$ cat src/rtl/bp_fe_pkg.sv
// Shared types for the FE predictor-update scheduler.
package bp_fe_pkg;

  localparam int unsigned upd_width_gp = 64;

  typedef enum logic {
    e_idle,
    e_issue
  } bp_fe_sched_state_e;

  typedef enum logic {
    e_src_redirect,
    e_src_attaboy
  } bp_fe_sched_src_e;

  typedef struct packed {
    logic                    btb;
    logic                    bht;
    logic [upd_width_gp-1:0] pkt;
  } bp_fe_upd_s;

endpackage

$ cat src/rtl/bsg_fifo_1r1w_small.sv
// Small 1-read/1-write FIFO with wrap-bit pointers; reset_i is synchronous, active-low.
module bsg_fifo_1r1w_small #(
  parameter int unsigned width_p = 8,
  parameter int unsigned els_p   = 4
) (
  input  logic               clk_i,
  input  logic               reset_i,
  input  logic               v_i,
  output logic               ready_o,
  input  logic [width_p-1:0] data_i,
  output logic               v_o,
  output logic [width_p-1:0] data_o,
  input  logic               yumi_i
);

  localparam int unsigned ptr_w_lp = $clog2(els_p);

  logic [ptr_w_lp:0]  wptr_r, rptr_r;
  logic [width_p-1:0] mem_r [els_p];
  logic               empty, full, enq, deq;

  assign empty   = (wptr_r == rptr_r);
  assign full    = (wptr_r[ptr_w_lp] != rptr_r[ptr_w_lp])
                && (wptr_r[ptr_w_lp-1:0] == rptr_r[ptr_w_lp-1:0]);
  assign ready_o = ~full;
  assign v_o     = ~empty;
  assign data_o  = mem_r[rptr_r[ptr_w_lp-1:0]];
  // A full FIFO may still take a write when the head leaves in the same cycle.
  assign enq     = v_i & (~full | yumi_i);
  assign deq     = yumi_i & ~empty;

  always_ff @(posedge clk_i) begin
    if (!reset_i) begin
      wptr_r <= '0;
      rptr_r <= '0;
    end else begin
      if (enq) wptr_r <= wptr_r + (ptr_w_lp+1)'(1);
      if (deq) rptr_r <= rptr_r + (ptr_w_lp+1)'(1);
    end
  end

  always_ff @(posedge clk_i) begin
    if (enq) mem_r[wptr_r[ptr_w_lp-1:0]] <= data_i;
  end

endmodule

$ cat src/rtl/bp_fe_pred_update_sched.sv
// Schedules redirect and attaboy predictor-training writes onto the BTB/BHT write ports.
module bp_fe_pred_update_sched
  import bp_fe_pkg::*;
#(
  parameter int unsigned upd_width_p      = upd_width_gp,
  parameter int unsigned ab_els_p         = 4,
  parameter int unsigned starve_limit_p   = 3,
  parameter int unsigned drop_cnt_width_p = 8
) (
  input  logic                        clk_i,
  input  logic                        reset_i,
  input  logic                        init_done_i,
  input  logic                        redirect_v_i,
  input  logic                        redirect_btb_i,
  input  logic                        redirect_bht_i,
  input  logic [upd_width_p-1:0]      redirect_pkt_i,
  input  logic                        attaboy_v_i,
  input  logic                        attaboy_btb_i,
  input  logic                        attaboy_bht_i,
  input  logic [upd_width_p-1:0]      attaboy_pkt_i,
  output logic                        attaboy_yumi_o,
  output logic                        btb_w_v_o,
  output logic [upd_width_p-1:0]      btb_w_pkt_o,
  input  logic                        btb_w_yumi_i,
  output logic                        bht_w_v_o,
  output logic [upd_width_p-1:0]      bht_w_pkt_o,
  input  logic                        bht_w_yumi_i,
  output logic                        busy_o,
  output logic [drop_cnt_width_p-1:0] drop_cnt_o
);

  localparam int unsigned starve_w_lp = $clog2(starve_limit_p + 1);
  localparam int unsigned fifo_w_lp   = $bits(bp_fe_upd_s);

  bp_fe_sched_state_e state_r, state_n;
  bp_fe_sched_src_e   src_r, sel_src;
  bp_fe_upd_s         slot_r, shadow_r, ab_head, ab_in, rd_in, sel_entry;
  logic               slot_v_r, shadow_v_r;
  logic               need_btb_r, need_bht_r, btb_done_r, bht_done_r;
  logic [starve_w_lp-1:0]      starve_r;
  logic [drop_cnt_width_p-1:0] drop_cnt_r;
  logic [fifo_w_lp-1:0]        ab_head_raw;
  logic ab_ready, ab_v, ab_enq, ab_deq;
  logic starve_ok, cand_rd, sel_v, need_btb, need_bht;
  logic btb_v, bht_v, btb_hs, bht_hs, retire, rd_lock, rd_new, drop_inc;

  assign ab_in   = '{btb: attaboy_btb_i, bht: attaboy_bht_i, pkt: upd_width_gp'(attaboy_pkt_i)};
  assign rd_in   = '{btb: redirect_btb_i, bht: redirect_bht_i, pkt: upd_width_gp'(redirect_pkt_i)};
  assign ab_head = bp_fe_upd_s'(ab_head_raw);

  bsg_fifo_1r1w_small #(
    .width_p(fifo_w_lp),
    .els_p  (ab_els_p)
  ) ab_fifo (
    .clk_i  (clk_i),
    .reset_i(reset_i),
    .v_i    (ab_enq),
    .ready_o(ab_ready),
    .data_i (ab_in),
    .v_o    (ab_v),
    .data_o (ab_head_raw),
    .yumi_i (ab_deq)
  );

  // Entry selection (locked once in ISSUE), handshakes and retirement.
  always_comb begin
    starve_ok = (starve_r < starve_w_lp'(starve_limit_p));
    cand_rd   = slot_v_r & (starve_ok | ~ab_v);
    sel_v     = 1'b0;
    sel_src   = e_src_attaboy;
    if (state_r == e_issue) begin
      sel_v   = 1'b1;
      sel_src = src_r;
    end else if (init_done_i & (slot_v_r | ab_v)) begin
      sel_v   = 1'b1;
      sel_src = cand_rd ? e_src_redirect : e_src_attaboy;
    end
    sel_entry = (sel_src == e_src_redirect) ? slot_r : ab_head;
    need_btb  = (state_r == e_issue) ? need_btb_r : sel_entry.btb;
    need_bht  = (state_r == e_issue) ? need_bht_r : sel_entry.bht;
    btb_v     = sel_v & need_btb & ~btb_done_r;
    bht_v     = sel_v & need_bht & ~bht_done_r;
    btb_hs    = btb_v & btb_w_yumi_i;
    bht_hs    = bht_v & bht_w_yumi_i;
    retire    = sel_v & (~need_btb | btb_done_r | btb_hs) & (~need_bht | bht_done_r | bht_hs);
    rd_lock   = sel_v & (sel_src == e_src_redirect);
    rd_new    = redirect_v_i & (redirect_btb_i | redirect_bht_i);
    drop_inc  = rd_new & ~(retire & rd_lock) & (rd_lock ? shadow_v_r : slot_v_r);
    ab_deq    = retire & (sel_src == e_src_attaboy);
    ab_enq    = attaboy_v_i & ab_ready & (attaboy_btb_i | attaboy_bht_i);
  end

  always_ff @(posedge clk_i) begin
    if (!reset_i) state_r <= e_idle;
    else          state_r <= state_n;
  end

  always_comb begin
    state_n = state_r;
    case (state_r)
      e_idle:  if (sel_v & ~retire) state_n = e_issue;
      e_issue: if (retire)          state_n = e_idle;
      default: state_n = e_idle;
    endcase
  end

  always_comb begin
    attaboy_yumi_o = 1'b0;
    btb_w_v_o      = 1'b0;
    bht_w_v_o      = 1'b0;
    btb_w_pkt_o    = '0;
    bht_w_pkt_o    = '0;
    busy_o         = 1'b0;
    drop_cnt_o     = '0;
    if (reset_i) begin
      attaboy_yumi_o = attaboy_v_i & ab_ready;
      btb_w_v_o      = btb_v;
      bht_w_v_o      = bht_v;
      btb_w_pkt_o    = upd_width_p'(sel_entry.pkt);
      bht_w_pkt_o    = upd_width_p'(sel_entry.pkt);
      busy_o         = slot_v_r | shadow_v_r | ab_v | (state_r == e_issue);
      drop_cnt_o     = drop_cnt_r;
    end
  end

  // Latched selection, done bits, starvation and drop accounting.
  always_ff @(posedge clk_i) begin
    if (!reset_i) begin
      src_r      <= e_src_redirect;
      need_btb_r <= 1'b0;
      need_bht_r <= 1'b0;
      btb_done_r <= 1'b0;
      bht_done_r <= 1'b0;
      starve_r   <= '0;
      drop_cnt_r <= '0;
    end else begin
      if ((state_r == e_idle) & sel_v) begin
        src_r      <= sel_src;
        need_btb_r <= sel_entry.btb;
        need_bht_r <= sel_entry.bht;
      end
      btb_done_r <= ~retire & (btb_done_r | btb_hs);
      bht_done_r <= ~retire & (bht_done_r | bht_hs);
      if (ab_deq | ~ab_v)
        starve_r <= '0;
      else if (retire & rd_lock & starve_ok)
        starve_r <= starve_r + starve_w_lp'(1);
      if (drop_inc & (drop_cnt_r != '1))
        drop_cnt_r <= drop_cnt_r + drop_cnt_width_p'(1);
    end
  end

  // Redirect slot plus shadow for arrivals while the slot entry is in flight.
  always_ff @(posedge clk_i) begin
    if (!reset_i) begin
      slot_v_r   <= 1'b0;
      shadow_v_r <= 1'b0;
      slot_r     <= '0;
      shadow_r   <= '0;
    end else if (retire & rd_lock) begin
      if (shadow_v_r) begin
        slot_r     <= shadow_r;
        shadow_v_r <= rd_new;
        shadow_r   <= rd_in;
      end else begin
        slot_v_r <= rd_new;
        slot_r   <= rd_in;
      end
    end else if (rd_new) begin
      if (rd_lock) begin
        shadow_v_r <= 1'b1;
        shadow_r   <= rd_in;
      end else begin
        slot_v_r <= 1'b1;
        slot_r   <= rd_in;
      end
    end
  end

endmodule

$ cat config.mk
export PLATFORM = sky130hd
export DESIGN_NAME = bp_fe_pred_update_sched
export DESIGN_NICKNAME = d
export VERILOG_FILES = /design/src/rtl/bp_fe_pkg.sv /design/src/rtl/bsg_fifo_1r1w_small.sv /design/src/rtl/bp_fe_pred_update_sched.sv
export SDC_FILE = /design/constraint.sdc
export NUM_CORES = 1
export LEC_CHECK = 0
export BUFFER_PORTS_ARGS = -buffer_cell sky130_fd_sc_hd__buf_2
export CORE_UTILIZATION = 28
export DETAILED_ROUTE_END_ITERATION = 8
export PLACE_DENSITY = 0.58
export SLEW_MARGIN = 10
export SYNTH_ARGS = -nofsm -noshare
export SYNTH_HDL_FRONTEND = slang
export SYNTH_SLANG_ARGS = --single-unit
$ cat constraint.sdc
create_clock -name clk_i -period 3.3 [get_ports clk_i]
set_clock_uncertainty 0.1 [all_clocks]
set_input_delay 0.66 -clock clk_i [delete_from_list [all_inputs] [get_ports clk_i]]
set_output_delay 0.66 -clock clk_i [all_outputs]
set_load 0.02 [all_outputs]
==> flow_metrics.tcl, run 1 <==
set metrics [dict create \
    cts_tree "built" \
    cp-start-kind "register" \
    rr_endpoint "slot_r[43]$_SDFFE_PN0P_" \
    gp_congestion 0.7913 \
    grt_pass1_vias 11920 \
    yosysWarnings 0 \
    yosysTopAreaCellShare_pct 44.21 \
    synthTopCellsByArea "edfxtp_1 44%, dfxtp_1 18%, mux4_2 8.3%, nand2_1 7.2%, nand3_2 3.0%" \
    cts_buffers 48 \
    peakVddDrop_mv 0.4702 \
    portBuffers 278 \
    fin_util_pct 35.93 \
    holdPathStages 1 \
    critPathArrivalTime_ns 2.51 \
    wl_per_cell_um 19.18 \
    synth.ff_latch_count 422 \
    cp.required_ns 2.54 \
    crit_path_end_kind "output port" \
    status "completed" \
    synth_top_area_cell "edfxtp_1" \
    syn-instance-count 1458 \
    drv_slew 0 \
    ios 279 \
    synth_edf_count 264 \
    worstSkewPairLatency_ns 0.58 \
    core_mm2 0.06320 \
    yosysMostFrequentCell "nand2_1" \
    whs_ns 0.2047 \
    fmax_mhz 305.5 \
    clkSinkCount 422 \
    nets 1819 \
    hpwlAfterDp_um 29690 \
    remaining_drc_errors 0 \
    power.density_mw_per_mm2 634.8 \
    hold_start "attaboy_pkt_i[58]" \
    async_flop_share_pct 0 \
    rsz0062_at_grt "yes" \
    finalCriticalPeriod_ns 3.274 \
    die_w_um 255.1 \
    synth_xor_area_share_pct 0.4396 \
    tightest_slew_ns 0.8428 \
    root_buffer "clkbuf_16" \
    grt_first_pass_wirelength_um 71420 \
    drt_iter0_markers 799 \
    syn_area_mm2 0.01793 \
    die-height_um 255.1 \
    overflow 0 \
    synth.distinct_cells 54 \
    die_area_mm2 0.06506 \
    area_delta_synth_final_pct 26.65 \
    slew_headroom_pct 43.82 \
    synth_ff_type "edfxtp_1" \
    routed_wl_um 49130 \
    yosys.area_share.simple_pct 12.42 \
    hp-class "input port to register" \
    yosysSeqAreaShare_pct 61.85 \
    firstDrtPassIters 6 \
    synthMuxAreaShare_pct 8.855 \
    clock_path_buffers 3 \
    syn_nets 1604 \
    worstRegToRegCells 10 \
    synth-compound-area-share_pct 10.33 \
    grt_max_degree 160 \
    synth_top_family_by_area "simple AND/OR/NAND/NOR gates" \
    grt.total_usage_pct 14.55 \
    ant_nets 0 \
    fill_cells 6179 \
    row_count 92 \
    rr_startpoint "ab_fifo.rptr_r[0]$_SDFFE_PN0P_" \
    clk_pin_slew_ns 0.06 \
    leakage_nw 8.129 \
    viasPerCell 4.753 \
    drive_above_1_share_pct 40.09 \
    rrSetupSlack_ns 0.24 \
    critPathKind "register to output port" \
    num_vias 12180 \
    drv_cap 0 \
    synth_top_cells_by_count "345 x nand2_1, 264 x edfxtp_1, 158 x dfxtp_1" \
    htree_levels 2 \
    worstHoldEndpoint "ab_fifo.mem_r[2][58]$_DFFE_PP_" \
    cp_max_fo 4 \
    hold_viol_final 0 \
    syn_avg_cell_area_um2 12.30 \
    start_util_pct 28.37 \
    finalCritPeriodShare_pct 99.21 \
    antenna_found_initial 20 \
    synth_fa_ha_area_share_pct 0.4885 \
    setup_viol 0 \
]
## per-layer routing
metal	vias up	part of all wire [%]	track usage, %
li1	5673	-	-
met1	6054	43	18.63
met2	329	48	23.74
met3	99	6.2	3.905
met4	22	2.9	4.808
met5	-	0.27	0
## flip-flops by register name, summed over array words and instances (netlist names), named ones only
signal and cells:
btb_done_r 1, slot_r 66, need_btb_r 1, ab_fifo.mem_r 264
shadow_v_r 1, slot_v_r 1, state_r 1, drop_cnt_r 8
ab_fifo.rptr_r 3, src_r 1, bht_done_r 1, ab_fifo.wptr_r 3
shadow_r 66, starve_r 2, need_bht_r 1
## area by class of cell
class / instances / area [µm²] / area share [%]
sequential: 422 / 11110 / 48.93
multi-input combinational: 863 / 6320 / 27.83
timing repair buffer: 334 / 2605 / 11.47
clock buffer: 60 / 1308 / 5.758
tap: 846 / 1059 / 4.661
clock inverter: 28 / 277.8 / 1.223
inverter: 4 / 17.52 / 0.07713
antenna: 5 / 12.51 / 0.05510
## power by group
| part | leakage (nW) | internal, mW | total [mW] | switching, mW |
|---|---|---|---|---|
| Combinational | 3.66 | 1.18 | 2.92 | 1.74 |
| Sequential | 3.71 | 5.96 | 6.13 | 0.173 |
| Clock | 0.765 | 3.20 | 5.36 | 2.16 |
## worst max-delay path, stage by stage, from the launching register on
cell      delay (ns)
dfxtp_4         0.37
xor2_4          0.20
o31ai_4         0.38
a21oi_4         0.10
buf_6           0.14
mux2_4          0.23
nand2b_4        0.06
a211oi_2        0.24
buf_4           0.22
## how the worst max path moves through the flow
stage | to | start | cells after the start
after floorplan | btb_w_pkt_o[27] | ab_fifo.wptr_r[0]$_SDFFE_PN0P_ | 9
after global placement | shadow_r[55]$_SDFFE_PN0P_ | init_done_i | 11
after detailed placement | slot_r[59]$_SDFFE_PN0P_ | init_done_i | 10
after CTS | bht_w_pkt_o[3] | ab_fifo.wptr_r[2]$_SDFFE_PN0P_ | 8
after global routing | bht_w_pkt_o[63] | ab_fifo.rptr_r[0]$_SDFFE_PN0P_ | 8
final | btb_w_v_o | ab_fifo.rptr_r[0]$_SDFFE_PN0P_ | 8
## metrics by stage
stage / power, mW / setup WS (ns) / setup TNS [ns] / area, µm² / cells
6_report: 14.42 / 0.02622 / 0 / 22710 / 2562
5_1_grt: 15.01 / -0.08265 / -4.509 / 22700 / 2559
4_1_cts: 14.31 / -0.05219 / -0.6652 / 22110 / 2552
3_5_place_dp: 8.680 / 0.1038 / 0 / 20160 / 2454
3_3_place_gp: 8.640 / 0.2160 / 0 / 20160 / 2454
2_1_floorplan: 7.927 / 0.003479 / 0 / 18020 / 1458
## kinds of logic after synthesis
family          count (synthesis)
buf+inv                       173
mux                            74
xor+xnor                        9
compound gates                295
simple gates                  478
fa+ha+maj                       7
flops                         422
## layout by cell type (no fill, tap or decap), types with 6 or more instances in the layout
cell type and n:
nand2_1 329, edfxtp_1 264, buf_2 177, dfxtp_1 150, buf_4 103, o21ai_0 72, a31oi_1 67, mux4_2 66
o21ai_2 54, nand3_2 54, clkbuf_16 52, a21oi_2 49, nor2_1 31, buf_12 26, buf_6 19, nand3_1 15
a21oi_1 12, o21ai_1 11, a21oi_4 11, clkinv_1 10, nand2_4 8, nand2_2 8, and2_1 7, ha_1 7
clkbuf_1 7, nor3_1 6
## timing repair
item                       4_1_cts  5_1_grt
gates cloned                     3        3
buffers inserted                 7        3
setup endpoints to repair      129      128
pin swaps                       20       30
hold buffers                     0        0
resized for setup               61      151
Power figures use the tool's default switching activity.
==> run 2, diff against run 1 <==
--- a/config.mk
+++ b/config.mk
@@ -6,8 +6,10 @@
 export NUM_CORES = 1
 export LEC_CHECK = 0
+export ABC_AREA = 1
 export BUFFER_PORTS_ARGS = -buffer_cell sky130_fd_sc_hd__buf_2
 export CORE_UTILIZATION = 28
 export DETAILED_ROUTE_END_ITERATION = 8
-export PLACE_DENSITY = 0.58
+export MAX_ROUTING_LAYER = met4
+export PLACE_DENSITY = 0.57
 export SLEW_MARGIN = 10
 export SYNTH_ARGS = -nofsm -noshare
--- a/constraint.sdc
+++ b/constraint.sdc
@@ -3,3 +3,3 @@
 set_input_delay 0.66 -clock clk_i [delete_from_list [all_inputs] [get_ports clk_i]]
 set_output_delay 0.66 -clock clk_i [all_outputs]
-set_load 0.02 [all_outputs]
+set_load 0.005 [all_outputs]
==> run 2 against run 1 <==
Compared with the run above:
- the run now ends with negative setup slack left
- global-route usage is 2.2 points higher
- design area increased by 6.1%
- total power is 23% higher
- worst setup slack worse by 0.037 ns
- maximum frequency shrank 1.1%
- critical path depth is 3 higher
- final cell count grew 28%
- die area grew 7.3%
- first-iteration DRC count increased by 28%
- sequential cell count is the same
==> flow_metrics.tcl, run 2 <==
set metrics [dict create \
    critPathLaunch "ab_fifo.wptr_r[1]$_SDFFE_PN0P_" \
    leakage_nw 9.490 \
    portBuffers 278 \
    rr_startpoint "ab_fifo.wptr_r[1]$_SDFFE_PN0P_" \
    peakVddDrop_mv 0.5358 \
    synth.ff_latch_count 422 \
    seqPwrFrac_pct 36.3 \
    drv_cap 0 \
    ff_latch_area_mm2 0.01111 \
    remaining_drc_errors 0 \
    hold_viol_final 0 \
    clockPowerShare_pct 32.2 \
    area_delta_synth_final_pct 25.16 \
    firstDrtPassIters 5 \
    p_int_mw 11.74 \
    power_switching_share_pct 33.73 \
    crit_path_end_kind "output port" \
    syn_avg_cell_area_um2 8.955 \
    violations "negative setup slack" \
    dp.cells 3141 \
    fin_setup_tns_ns -0.05728 \
    drive_above_1_share_pct 24.17 \
    largest_register_ffs 264 \
    cp.required_ns 2.54 \
    cts_buffers 47 \
    clk_pin_slew_ns 0.06 \
    slew_headroom_pct 62.73 \
    critPathKind "register to output port" \
    overflow 0 \
    power_switching_mw 5.973 \
    root_buffer "clkbuf_16" \
    synthTopCellsByArea "edfxtp_1 41%, dfxtp_1 16%, nor2_1 10%, o21ai_0 9.2%, nand2_1 4.8%" \
    synth_top_cells_by_count "526 x nor2_1, 355 x o21ai_0, 264 x edfxtp_1" \
    grt_pass1_vias 14800 \
    power.density_mw_per_mm2 735.0 \
    yosysMostFrequentCell "nor2_1" \
    row_count 95 \
    syn-instance-count 2150 \
    grt_max_degree 88 \
    die_w_um 264.2 \
    nets 2490 \
    cts_tree "built" \
    synth.distinct_cells 36 \
    holdPathStages 1 \
    final_common_cell "nor2_1" \
    multiInputGateArea_mm2 0.007238 \
    fill_cells 6692 \
    syn_area_mm2 0.01925 \
    fmax_mhz 302.0 \
    rrSetupSlack_ns 0.46 \
    worstRegToRegCells 16 \
    routed_wl_um 59740 \
    tightest_slew_ns 0.5590 \
    num_vias 15590 \
    fin_cells 3280 \
    hold_buffers 0 \
    wl_per_cell_um 18.21 \
    synth_edf_count 264 \
    htree_levels 2 \
    status "complete, but fails checks" \
    start_util_pct 28.47 \
    viasPerCell 4.753 \
    ant_nets 0 \
    power_mw 17.71 \
    clock_path_buffers 3 \
    cp_max_fo 8 \
    rsz0062_at_grt "yes" \
    grt.total_usage_pct 16.73 \
    setup_viol 9 \
    yosysSeqAreaShare_pct 57.60 \
    fin_util_pct 35.63 \
    die_area_mm2 0.06981 \
    hold_start "attaboy_pkt_i[58]" \
    async_flop_share_pct 0 \
    die-height_um 264.2 \
    hpwlAfterDp_um 35930 \
    ios 279 \
    syn_nets 2296 \
    synth_top_area_cell "edfxtp_1" \
    worstSkewPairLatency_ns 0.60 \
    grt_first_pass_wirelength_um 88020 \
    drt_iter0_markers 1021 \
    finalCriticalPeriod_ns 3.311 \
    fin_ws_ns -0.01090 \
    yosysWarnings 0 \
    clkSinkCount 422 \
    core_mm2 0.06763 \
    synth_ff_type "edfxtp_1" \
    layout_common_cells "522 x nor2_1, 294 x o21ai_0, 277 x buf_2" \
    critPathArrivalTime_ns 2.55 \
    drv_slew 0 \
    cp-start-kind "register" \
    hp-class "input port to register" \
    power_frac_comb_pct 31.5 \
    yosysTopAreaCellShare_pct 41.17 \
    gp_congestion 0.8122 \
    antenna_found_initial 27 \
    finalCritPeriodShare_pct 100.3 \
]
==> run 2: layout make-up <==
class	count	share of cell area (%)
repair buffers	353	10.27
multi-input cells	1409	30.04
flip-flops and latches	422	46.12
well taps	873	4.533
clock buffers	56	5.021
clock inverters	32	1.921
inverters	110	1.797
repair inverters	1	0.04673
diodes	24	0.2492
==> run 2: metal layers <==
metal,global-route usage (%),wire [µm]
met2,26.22,28160
met1,21.18,26730
met5,-,0
met3,3.729,3443
met4,5.845,1407
==> run 2: logic make-up (layout without fill, tap and decap cells) <==
logic type,after synthesis,in the layout,synth area share (%)
and+or+nand+nor,899,899,19.83
AOI/OAI and AO/OA,496,496,13.51
DFF,422,422,57.60
buffers and inverters,319,552,8.247
adders and majority gates,7,7,0.4549
xor gates and xnor gates,7,7,0.3575
other,0,24,0
==> run 2: timing repair <==
action	in CTS	in global routing
gates resized for setup	28	172
pin swaps	3	6
endpoints found under the setup margin	104	121
cloned	2	9
setup buffers	6	10
==> run 2: metrics by stage <==
| stage | hold slack, ns | instance area [µm²] | setup WS, ns |
|---|---|---|---|
| 2_1_floorplan | 0.3264 | 19260 | -1.065 |
| 3_3_place_gp | 0.3379 | 21270 | 0.3987 |
| 3_5_place_dp | 0.3475 | 21270 | 0.3581 |
| 4_1_cts | 0.1308 | 23150 | -0.04392 |
| 5_1_grt | 0.1518 | 24090 | -0.1276 |
| 6_report | 0.1797 | 24100 | -0.01090 |
==> run 2: final timing paths <==
check	end
min	ab_fifo.mem_r[0][58]$_DFFE_PP_
max	bht_w_pkt_o[34]
max reg2reg	slot_r[34]$_SDFFE_PN0P_
min reg2reg	src_r$_SDFFE_PN0P_
==> run 2: critical path: stages, from the launching register on <==
cell and delay, ns:
dfxtp_4 0.36, xnor2_4 0.21, nand3_4 0.10, nand2_2 0.07, nand2_2 0.07, o21ai_4 0.27
clkinv_8 0.17, buf_16 0.20, buf_12 0.16, o21ai_4 0.14, a31oi_2 0.06, buf_2 0.15
==> run 2: power by group through the flow <==
stage	sequential, mW	clock [mW]	combinational (mW)
2_1_floorplan	6.37	0	3.27
3_3_place_gp	6.47	0	4.64
3_5_place_dp	6.47	0	4.72
4_1_cts	6.37	5.86	4.95
5_1_grt	6.48	6.06	6.15
6_report	6.43	5.70	5.59
==> run 3, diff against run 2 <==
Settings changed: PLACE_DENSITY 0.57 to 0.56.
Clock period 3.3 ns to 3.2 ns, I/O delays scaled along.
==> run 3 against run 2 <==
Compared with the run above:
- the run now ends clean
- hold slack worse by 0.013 ns
- via count shrank 0.60%
- combinational power up 11%
- register-to-register slack got worse by 0.42 ns
- critical endpoint is now btb_w_pkt_o[15]
- largest cell class unchanged
- largest power group unchanged
==> flow_metrics.tcl, run 3 (same netlist as run 2, synthesis figures left out) <==
set metrics [dict create \
    finalCriticalPeriod_ns 3.180 \
    grt.total_usage_pct 17.04 \
    nets 2506 \
    area_delta_synth_final_pct 26.52 \
    rsz0062_at_grt "yes" \
    routed_wl_um 59280 \
    setup_viol 0 \
    gp_congestion 0.7880 \
    rr_startpoint "ab_fifo.rptr_r[1]$_SDFFE_PN0P_" \
    hold_viol_final 0 \
    viasPerCell 4.709 \
    wl_per_cell_um 18.01 \
    grt_first_pass_wirelength_um 89030 \
    clock_path_buffers 3 \
    leakage_nw 9.516 \
    placed_area_mm2 0.02124 \
    grt_pass1_vias 14770 \
    cp.required_ns 2.46 \
    hpwlAfterDp_um 35770 \
    root_buffer "clkbuf_16" \
    fin_setup_tns_ns 0 \
    cp_max_fo 8 \
    fmax_mhz 314.5 \
    ios 279 \
    finalCritPeriodShare_pct 99.37 \
    whs_ns 0.1666 \
    drv_slew 0 \
    cts_buffers 48 \
    core_mm2 0.06763 \
    clkSinkCount 422 \
    hold_buffers 0 \
    peakVddDrop_mv 0.4691 \
    start_util_pct 28.47 \
    drv_cap 0 \
    clk_pin_slew_ns 0.06 \
    firstDrtPassIters 5 \
    die-height_um 264.2 \
    slew_headroom_pct 56.14 \
    layout_common_cells "521 x nor2_1, 299 x o21ai_0, 274 x buf_2" \
    fin_util_pct 36.02 \
    grt_max_degree 91 \
    portBuffers 278 \
    cts_tree "built" \
    remaining_drc_errors 0 \
    overflow 0 \
    holdPathStages 1 \
    drive_above_1_share_pct 25.47 \
    power.density_mw_per_mm2 747.5 \
    status "completed" \
    die_w_um 264.2 \
    crit_path_end_kind "output port" \
    die_area_mm2 0.06981 \
    critPathKind "register to output port" \
    rrSetupSlack_ns 0.04 \
    worstSkewPairLatency_ns 0.59 \
    antenna_found_initial 23 \
    tightest_slew_ns 0.6578 \
    critPathArrivalTime_ns 2.44 \
    num_vias 15500 \
    cp-start-kind "register" \
    ant_nets 0 \
    drt_iter0_markers 1087 \
    hold_start "attaboy_pkt_i[34]" \
    hp-class "input port to register" \
    htree_levels 2 \
    worstRegToRegCells 22 \
    final_common_cell "nor2_1" \
    finish.instance_area_mm2 0.02436 \
    power_mw 18.21 \
    row_count 95 \
    worstHoldEndpoint "ab_fifo.mem_r[2][34]$_DFFE_PP_" \
    largest_register_ffs 264 \
]
==> run 3: cell type report <==
type / count / area (µm²)
clock inverter: 32 / 264.0
timing repair buffer: 369 / 2574
inverter: 110 / 431.7
sequential: 422 / 11110
clock buffer: 57 / 1256
tap: 873 / 1092
fill: 6611 / 43270
multi-input combinational: 1409 / 7580
antenna: 19 / 47.55
==> run 3: per-layer routing <==
metal	track usage, %	share of wire, %
met1	21.69	45
met2	27.41	48
met3	3.328	5.0
met4	4.871	2.2
met5	-	0
==> run 3: where the power goes <==
part / internal, mW / total, mW / leakage, nW / switching (mW)
clock: 3.06 / 5.37 / 0.740 / 2.30
sequential: 6.31 / 6.64 / 3.71 / 0.330
combinational: 2.49 / 6.20 / 5.07 / 3.71
==> run 3: worst max-delay path: stages, from the launching register on <==
cell and delay [ns]:
dfxtp_4 0.36, xnor2_4 0.21, nand3_2 0.11, nand2_2 0.07, nand2_2 0.07, o21ai_4 0.21
inv_8 0.09, buf_12 0.17, buf_12 0.15, o21ai_0 0.17, a31oi_1 0.08, buf_2 0.15
==> run 3: per-stage QoR <==
stage,worst slack [ns],cells
after floorplan,-0.07858,2150
after global placement,0.3391,3145
after detailed placement,0.2547,3145
after CTS,-0.03952,3266
after global routing,-0.1118,3290
final,0.02024,3291
==> run 3: worst max path at each step <==
stage	start	to	depth (start not counted)
2_1_floorplan	ab_fifo.wptr_r[0]$_SDFFE_PN0P_	ab_fifo.mem_r[0][0]$_DFFE_PP_	8
3_3_place_gp	ab_fifo.wptr_r[0]$_SDFFE_PN0P_	btb_w_pkt_o[36]	12
3_5_place_dp	ab_fifo.wptr_r[0]$_SDFFE_PN0P_	shadow_r[53]$_SDFFE_PN0P_	16
4_1_cts	ab_fifo.rptr_r[1]$_SDFFE_PN0P_	btb_w_pkt_o[4]	10
5_1_grt	ab_fifo.rptr_r[0]$_SDFFE_PN0P_	ab_fifo.rptr_r[1]$_SDFFE_PN0P_	24
6_report	ab_fifo.rptr_r[1]$_SDFFE_PN0P_	btb_w_pkt_o[15]	11
==> run 3: timing repair <==
action / CTS / global route
gates cloned: 7 / 3
resized for setup: 156 / 94
pin swaps: 9 / 3
hold endpoints to repair: 0 / 0
setup buffers: 25 / 3
endpoints found under the setup margin: 128 / 143
